$ cat src/rtl/div_pkg.sv
// Shared definitions for the sequential restoring divider.
package div_pkg;

  // Default divisor / quotient / remainder width; the dividend is twice this.
  localparam int DIV_WIDTH = 32;

  // Controller states.
  typedef enum logic [1:0] {
    IDLE = 2'd0,
    BUSY = 2'd1,
    DONE = 2'd2
  } div_state_e;

endpackage

$ cat src/rtl/div_step.sv
// One combinational restoring shift-subtract step of the divider.
module div_step #(
  parameter int WIDTH = 32
) (
  input  logic [WIDTH:0]   rem_i,
  input  logic [WIDTH-1:0] quo_i,
  input  logic [WIDTH-1:0] div_i,
  output logic [WIDTH:0]   rem_o,
  output logic [WIDTH-1:0] quo_o
);

  logic [WIDTH:0] rem_sh;
  logic [WIDTH:0] div_ext;
  logic [WIDTH:0] diff;
  logic           ge;

  // The quotient MSB shifts into the remainder. A set remainder MSB would put
  // the shifted value above 2^(WIDTH+1), which is always >= the divisor.
  assign rem_sh  = {rem_i[WIDTH-1:0], quo_i[WIDTH-1]};
  assign div_ext = {1'b0, div_i};
  assign ge      = rem_i[WIDTH] | (rem_sh >= div_ext);
  assign diff    = rem_sh - div_ext;

  // Restore (keep the shifted value) or commit the subtraction, and shift in the quotient bit.
  always_comb begin
    rem_o = ge ? diff : rem_sh;
    quo_o = {quo_i[WIDTH-2:0], ge};
  end

endmodule

$ cat src/rtl/seq_divider.sv
// Sequential 2W/W unsigned restoring divider: one quotient bit per clock,
// with an immediate error result for divide-by-zero or quotient overflow.
module seq_divider
  import div_pkg::*;
#(
  parameter int WIDTH = DIV_WIDTH
) (
  input  logic               clk,
  input  logic               rst_n,
  input  logic               start,
  input  logic [2*WIDTH-1:0] x,
  input  logic [WIDTH-1:0]   y,
  output logic [WIDTH-1:0]   q,
  output logic [WIDTH-1:0]   r,
  output logic               ovf,
  output logic               busy,
  output logic               done
);

  localparam int              CNT_W     = $clog2(WIDTH) + 1;
  localparam logic [CNT_W-1:0] LAST_STEP = CNT_W'(WIDTH - 1);

  div_state_e       state_q, state_d;
  logic [CNT_W-1:0] cnt_q, cnt_d;
  logic [WIDTH:0]   rem_q, rem_d;
  logic [WIDTH-1:0] quo_q, quo_d;
  logic [WIDTH-1:0] div_q, div_d;
  logic [WIDTH-1:0] q_q, q_d;
  logic [WIDTH-1:0] r_q, r_d;
  logic             ovf_q, ovf_d;

  logic [WIDTH:0]   step_rem;
  logic [WIDTH-1:0] step_quo;
  logic [WIDTH-1:0] x_hi;
  logic [WIDTH-1:0] x_lo;

  assign x_hi = x[2*WIDTH-1:WIDTH];
  assign x_lo = x[WIDTH-1:0];

  div_step #(
    .WIDTH (WIDTH)
  ) u_step (
    .rem_i (rem_q),
    .quo_i (quo_q),
    .div_i (div_q),
    .rem_o (step_rem),
    .quo_o (step_quo)
  );

  // Next-state logic: accept or reject operands in IDLE, step in BUSY, and
  // publish results only when entering DONE so q/r/ovf stay stable otherwise.
  always_comb begin
    state_d = state_q;
    cnt_d   = cnt_q;
    rem_d   = rem_q;
    quo_d   = quo_q;
    div_d   = div_q;
    q_d     = q_q;
    r_d     = r_q;
    ovf_d   = ovf_q;
    case (state_q)
      IDLE: begin
        if (start) begin
          if ((y == '0) || (x_hi >= y)) begin
            // Quotient cannot fit in WIDTH bits (or y is zero): report at once.
            state_d = DONE;
            q_d     = '1;
            r_d     = x_lo;
            ovf_d   = 1'b1;
          end else begin
            state_d = BUSY;
            cnt_d   = '0;
            rem_d   = {1'b0, x_hi};
            quo_d   = x_lo;
            div_d   = y;
          end
        end
      end
      BUSY: begin
        rem_d = step_rem;
        quo_d = step_quo;
        cnt_d = cnt_q + CNT_W'(1);
        if (cnt_q == LAST_STEP) begin
          state_d = DONE;
          q_d     = step_quo;
          r_d     = step_rem[WIDTH-1:0];
          ovf_d   = 1'b0;
        end
      end
      DONE: begin
        state_d = IDLE;
      end
      default: begin
        state_d = IDLE;
      end
    endcase
  end

  // State and datapath registers with asynchronous active-low reset.
  always_ff @(posedge clk or negedge rst_n) begin
    if (!rst_n) begin
      state_q <= IDLE;
      cnt_q   <= '0;
      rem_q   <= '0;
      quo_q   <= '0;
      div_q   <= '0;
      q_q     <= '0;
      r_q     <= '0;
      ovf_q   <= 1'b0;
    end else begin
      state_q <= state_d;
      cnt_q   <= cnt_d;
      rem_q   <= rem_d;
      quo_q   <= quo_d;
      div_q   <= div_d;
      q_q     <= q_d;
      r_q     <= r_d;
      ovf_q   <= ovf_d;
    end
  end

  assign q    = q_q;
  assign r    = r_q;
  assign ovf  = ovf_q;
  assign busy = (state_q != IDLE);
  assign done = (state_q == DONE);

endmodule

$ cat config.mk
export PLATFORM = sky130hd
export DESIGN_NAME = seq_divider
export DESIGN_NICKNAME = d
export VERILOG_FILES = /design/src/rtl/div_pkg.sv /design/src/rtl/div_step.sv /design/src/rtl/seq_divider.sv
export SDC_FILE = /design/constraint.sdc
export NUM_CORES = 1
export LEC_CHECK = 0
export ABC_AREA = 1
export BUFFER_PORTS_ARGS = -buffer_cell sky130_fd_sc_hd__buf_4
export CAP_MARGIN = 10
export CORE_UTILIZATION = 55
export DETAILED_ROUTE_END_ITERATION = 12
export PLACE_DENSITY = 0.88
export SLEW_MARGIN = 30
export SYNTH_ARGS = -nofsm -noshare
export SYNTH_HDL_FRONTEND = slang
export SYNTH_SLANG_ARGS = --single-unit
export TNS_END_PERCENT = 5
$ cat constraint.sdc
create_clock -name clk -period 2.9 [get_ports clk]
set_input_delay 0.725 -clock clk [delete_from_list [all_inputs] [get_ports clk]]
set_output_delay 0.725 -clock clk [all_outputs]
set_load 0.005 [all_outputs]
After elaboration in Yosys (flattened, before gate mapping)
Index checks and enable logic that the tools add are counted.

Register bits after elaboration: 170. Input port bits: 99. Output and inout bits: 67. Word-level logic and storage cells: 56.

Add/sub/neg operators: 2. Magnitude comparators: 2. Eq/ne operators: 7. Mux-type cells: 26. Bitwise gates (word level): 2. Reduce and logical (&&, ||, !) cells: 9.

Operator list (count): 32-bit 2-to-1 mux (8); 32-bit one-hot mux with 2 select lines (3); 33-bit 2-to-1 mux (3); 33-bit one-hot mux with 2 select lines (1); 33-bit by 32-bit greater-or-equal comparator with 1-bit output (1); 33-bit by 32-bit subtractor with 33-bit output (1); 32-bit greater-or-equal comparator (1); 32-bit logical NOT (1); 6-bit 2-to-1 mux (2); 6-bit one-hot mux with 2 select lines (1); 2-bit inequality test, second input constant (4); 6-bit by 1-bit adder with 6-bit output, second input constant (1); 6-bit by 5-bit == test with 1-bit output, second input constant (1); 2-bit 2-to-1 mux (3); 3-bit AND reduction (2); 2-bit one-hot mux with 2 select lines (1); 4-bit AND reduction (1); 2-bit nonzero test (2); 1-bit 2-to-1 mux (3); 2-bit by 1-bit == test with 1-bit output, second input constant (1); 2-bit == test, second input constant (1); 2-bit logical NOT (1); 1-bit one-hot mux with 2 select lines (1); 2-bit AND reduction (1); other kinds (3) (3).

Logic depth before layout (Yosys ltp)
Word-level depth: 5. Depth in mapped cells: 19. Gate-level depth less buffers: 18.

Modules after synthesis
From an unflattened synthesis, not the netlist that was laid out.

Cells, all modules: 1944. Area total of the unflattened synthesis: 12410.7 um^2.

Modules (own cells, without submodules): seq_divider (instances 1, cells each 1202, area each 8856.0 um^2, sequential area each 4254.1 um^2); div_step (instances 1, cells each 742, area each 3554.7 um^2, sequential area each 0.0 um^2).

Worst setup path before layout
No wires, ideal clock.

Path kind: input -> register. Start: in y[7]. End: reg div_q[1]. Setup time: 0.126 ns. Arrival time: 2.236 ns. Required time: 2.774 ns. Path slack: 0.538 ns. Stages: 16. Buffers on the path: 2. Cell sequence: inv_1 > ha_1 > nand2_1 > nor2_1 > nand2_1 > nand2_1 > nor2_1 > nand2_1 > nand2_1 > nand2_1 > nand2_1 > nand4_4 > nor2_4 > buf_4 > buf_4 > o21ai_0.

Cells in the longest elaborated chain, start to end: 4. Elaborated cells between the ends (all ways): 5. Those cells by class: order compare (1); bitwise (1); reduce/logical (3).

Ends and longest elaborated chain: start: declaration (line seq_divider.sv:12) `input logic [WIDTH-1:0] y,`; 32-bit greater-or-equal comparator or 32-bit logical NOT (tied branches) (line seq_divider.sv:64) `if ((y == '0) || (x_hi >= y)) begin`; 1-bit logical OR (*) (line seq_divider.sv:64); 1-bit NOT (no source line) (*); 3-bit AND reduction (no source line) (*); end signal: assignment (line seq_divider.sv:115) `div_q <= div_d;`; end: declaration (line seq_divider.sv:27) `logic [WIDTH-1:0] div_q, div_d;`.

Mark *: on every way between the ends. The rest lies on a longest branch, timed or not. A chain may end at the register's enable or synchronous reset.

Worst setup path after layout
Start: reg rem_q[25]. End: reg r_q[28], in the netlist r[28].

Cells in the longest elaborated chain, start to end: 5. Elaborated cells between the ends (all ways): 6. Those cells by class: add/sub (1); order compare (1); mux (3); bitwise (1).

Ends and longest elaborated chain: start: declaration (line seq_divider.sv:25) `logic [WIDTH:0] rem_q, rem_d;`; start signal: assignment (line seq_divider.sv:113) `rem_q <= rem_d;`; 33-bit by 32-bit greater-or-equal comparator with 1-bit output (line div_step.sv:21) `assign ge = rem_i[WIDTH] | (rem_sh >= div_ext);`; 1-bit bitwise OR (line div_step.sv:21); 33-bit 2-to-1 mux (*) (line div_step.sv:26) `rem_o = ge ? diff : rem_sh;`; 32-bit 2-to-1 mux (*) (line seq_divider.sv:83) `if (cnt_q == LAST_STEP) begin`; 32-bit one-hot mux with 2 select lines (*) (line seq_divider.sv:61) `case (state_q)`; end signal: assignment (line seq_divider.sv:117) `r_q <= r_d;`; end: declaration (line seq_divider.sv:29) `logic [WIDTH-1:0] r_q, r_d;`.

Mark *: on every way between the ends. The rest lies on a longest branch, timed or not. The select of a mux whose other input is x is not followed.

==> run summary <==
Hold Crit Class = input port to asynchronous set/reset pin
Root Driver = clkbuf_16
Synth Cell Area = 11,610 µm²
Die ar. = 21,700 µm²
VDD IR max = 606.1 µV
CP endpoint kind = flip-flop
RSZ-0062 raised after global routing = no
Pwr dens = 1278 nW/µm²
All-Layer GR Usage = 33.80%
Detailed-router iteration count before antenna repair = 7
DR WL/cell = 16.60 µm
Die W = 147.3 µm
Netlist cell types = 38
Crit path max fanout = 24
Cts bufs inserted = 17
IO Port Bufs = 165
Worst setup path end = r[28]
Skew final = 0.007101 ns
Status = finished clean
Final Hold Fails = 0
RR Startpoint = rem_q[25]
Core area = 20,490 µm²
Synth Net Count = 1,869
Die height = 147.3 µm
YS warnings = 0
Routability-driven placement congestion ratio = 1.004
Number of hold buffers added after CTS = 0
Nets = 2,017
Clk_lat worst skew = 0.43 ns
Worst setup path category = flip-flop to flip-flop
Initial Util = 56.66%
Fraction of synthesized cell area in xor and xnor cells = 1.358%
Largest net degree at the start of global routing = 68
Max-slew headroom = 56.80%
Via count = 11,690
First-pass GRT wire length = 57.21 mm
Post-CTS setup buffers = 0
Post_cts resized = 0
Initial DRC count = 1,075
Flop2flop setup slack = 0.11 ns
Place WS = 0.06108 ns
Worst setup path start = rem_q[25]
Final TNS setup = 0 ns
Max cap viols = 0
Avg Inst Size Synth = 6.815 µm²
Pleak = 7.517 nW
Critical Path RT = 3.27 ns
Post-Synthesis Cells = 1,704
Syn-to-layout area delta = 17.58%
DP HPWL = 27.09 mm
DRT antenna net count = 0
Main combinational cell family by area after synthesis = simple AND/OR/NAND/NOR gates
#FFs+latches synth = 170
Final worst path period share = 96.11%
Vias per cell = 5.474
Mux contribution to synthesized area = 0%
H-Tree Depth = 4
Post-synthesis simple-gate area fraction = 37.47%
Post-synthesis adder-cell area fraction = 7.176%
# DRC = 0
Max Fclk = 358.8 MHz
Boundary Pins = 166
Global route overflow = 0
Register area share after synthesis = 36.63%
Worst-margin pin slew = 0.6480 ns
CTS tree = built
WP data arrival = 3.16 ns
Setup ws final = 0.1127 ns
Site row count = 52
Max-slew violation count = 0
Vias in the first global route = 11,430
Final min period = 2.787 ns
ANT cells = 0
Layout cells sized above 1 = 14.53%
Worst Reg-to-Reg Cells = 13
Reg clk slew, reported paths = 0.07 ns
Final WL = 35.44 mm
Clock tree buffer depth = 2
Synth Area in Compound Gates = 6.292%
Setup violators final = 0
CTS Sinks = 170
Worst r2r dst = r[28]
Initial antenna violation count = 0
CP Launch Type = flip-flop
## cells in the mapped netlist (all sizes together)
cell / instances / area share [%]
dfrtp: 170 / 37
a21o: 2 / 0.13
nor3: 9 / 0.47
inv: 254 / 8.2
a21boi: 1 / 0.065
or2: 4 / 0.22
clkbuf: 14 / 0.45
and2: 6 / 0.32
o21ai: 102 / 4.4
nand3b: 25 / 1.6
clkinv: 1 / 0.032
nor2: 197 / 6.6
xor2: 17 / 1.3
a21oi: 35 / 1.5
buf: 42 / 2.4
and3: 1 / 0.054
xnor2: 1 / 0.075
fa: 1 / 0.17
nand4: 50 / 2.8
o21bai: 3 / 0.19
nand2: 593 / 20
ha: 65 / 7.0
nand3: 111 / 5.9
## layout make-up
class,count,area (µm²)
clock inverter,15,156.4
clock buffer,17,425.4
fill,1789,6840
sequential,170,4254
multi-input combinational,1223,6081
tap,270,337.8
timing repair buffer,185,1443
inverter,255,957.2
## sequential cells by signal (all words and copies together) (netlist names)
register and cells:
rem_q 33, div_q 32, q 32, quo_q 32, r 32, cnt_q 6
state_q 2, ovf 1
## critical path: stages, from the launching register on
cell	delay [ns]
dfrtp_1	0.45
ha_1	0.40
nand2_1	0.09
nand2_1	0.07
a21oi_1	0.18
nor2_1	0.06
nor2_1	0.19
o21ai_1	0.18
inv_2	0.27
buf_4	0.35
nand4_1	0.13
nand2_1	0.19
nor2_1	0.07
nor2_1	0.08
## cell families after synthesis
group,Yosys count
simple gates,996
buf+inv,311
fa+ha+maj,66
xor+xnor,18
compound gates,143
flops,170
## worst min-delay path by stage
stage	startpoint	endpoint	slack, ns	cells past startpoint
finish	rst_n	div_q[7]	0.25	1
global placement	r[18]	r[18]	0.47	2
detailed placement	r[9]	r[9]	0.47	2
global route	rst_n	div_q[11]	0.28	1
CTS	rst_n	div_q[7]	0.29	1
floorplan	rst_n	cnt_q[0]	0.43	0
## report_power, final
group	leakage [nW]	switching [W]	total, W	internal (W)
clock	0.276	0.00110	0.00225	0.00115
sequential	2.04	0.000787	0.00428	0.00349
combinational	5.20	0.00721	0.0109	0.00371
total	7.52	0.00910	0.0175	0.00835
## layout by cell type, fill, tap and decap left out, types with 2 or more instances in the layout
cell type   instances
nand2_1           585
inv_1             248
nor2_1            187
buf_4             180
dfrtp_1           170
nand3_1            86
o21ai_0            85
ha_1               65
nand4_1            49
a21oi_1            35
nand3_2            25
nand3b_1           25
o21ai_1            17
xor2_1             17
clkbuf_16          17
nor2_2              8
nor3_1              7
nand2_2             6
and2_1              6
inv_2               5
inv_8               4
buf_12              4
o21bai_1            3
or2_2               3
clkinvlp_4          3
clkinv_8            3
nor2_4              2
clkinv_1            2
a21o_1              2
nor3_2              2
clkinv_4            2
inv_6               2
## per-stage QoR
stage                     util, %  instance area [µm²]  std cells  hold slack, ns  power, W
after global placement      63.79                13070       2103          0.4678   0.01453
after CTS                   66.62                13650       2135          0.2875   0.01721
after detailed placement    63.79                13070       2103          0.4694   0.01487
after floorplan                 -                11610       1704          0.4294   0.01166
final                       66.62                13650       2135          0.2463   0.01745
after global routing        66.62                13650       2135          0.2818   0.01884
## metal layers
metal  global-route usage (%)  vias up  share of wire, %
li1                         -     5610                 -
met1                    42.34     5323                40
met2                    54.60      604                46
met3                    6.398      151               8.2
met4                    19.59        0               6.5
met5                        0        -                 0
(Power assumes the default switching activity.)
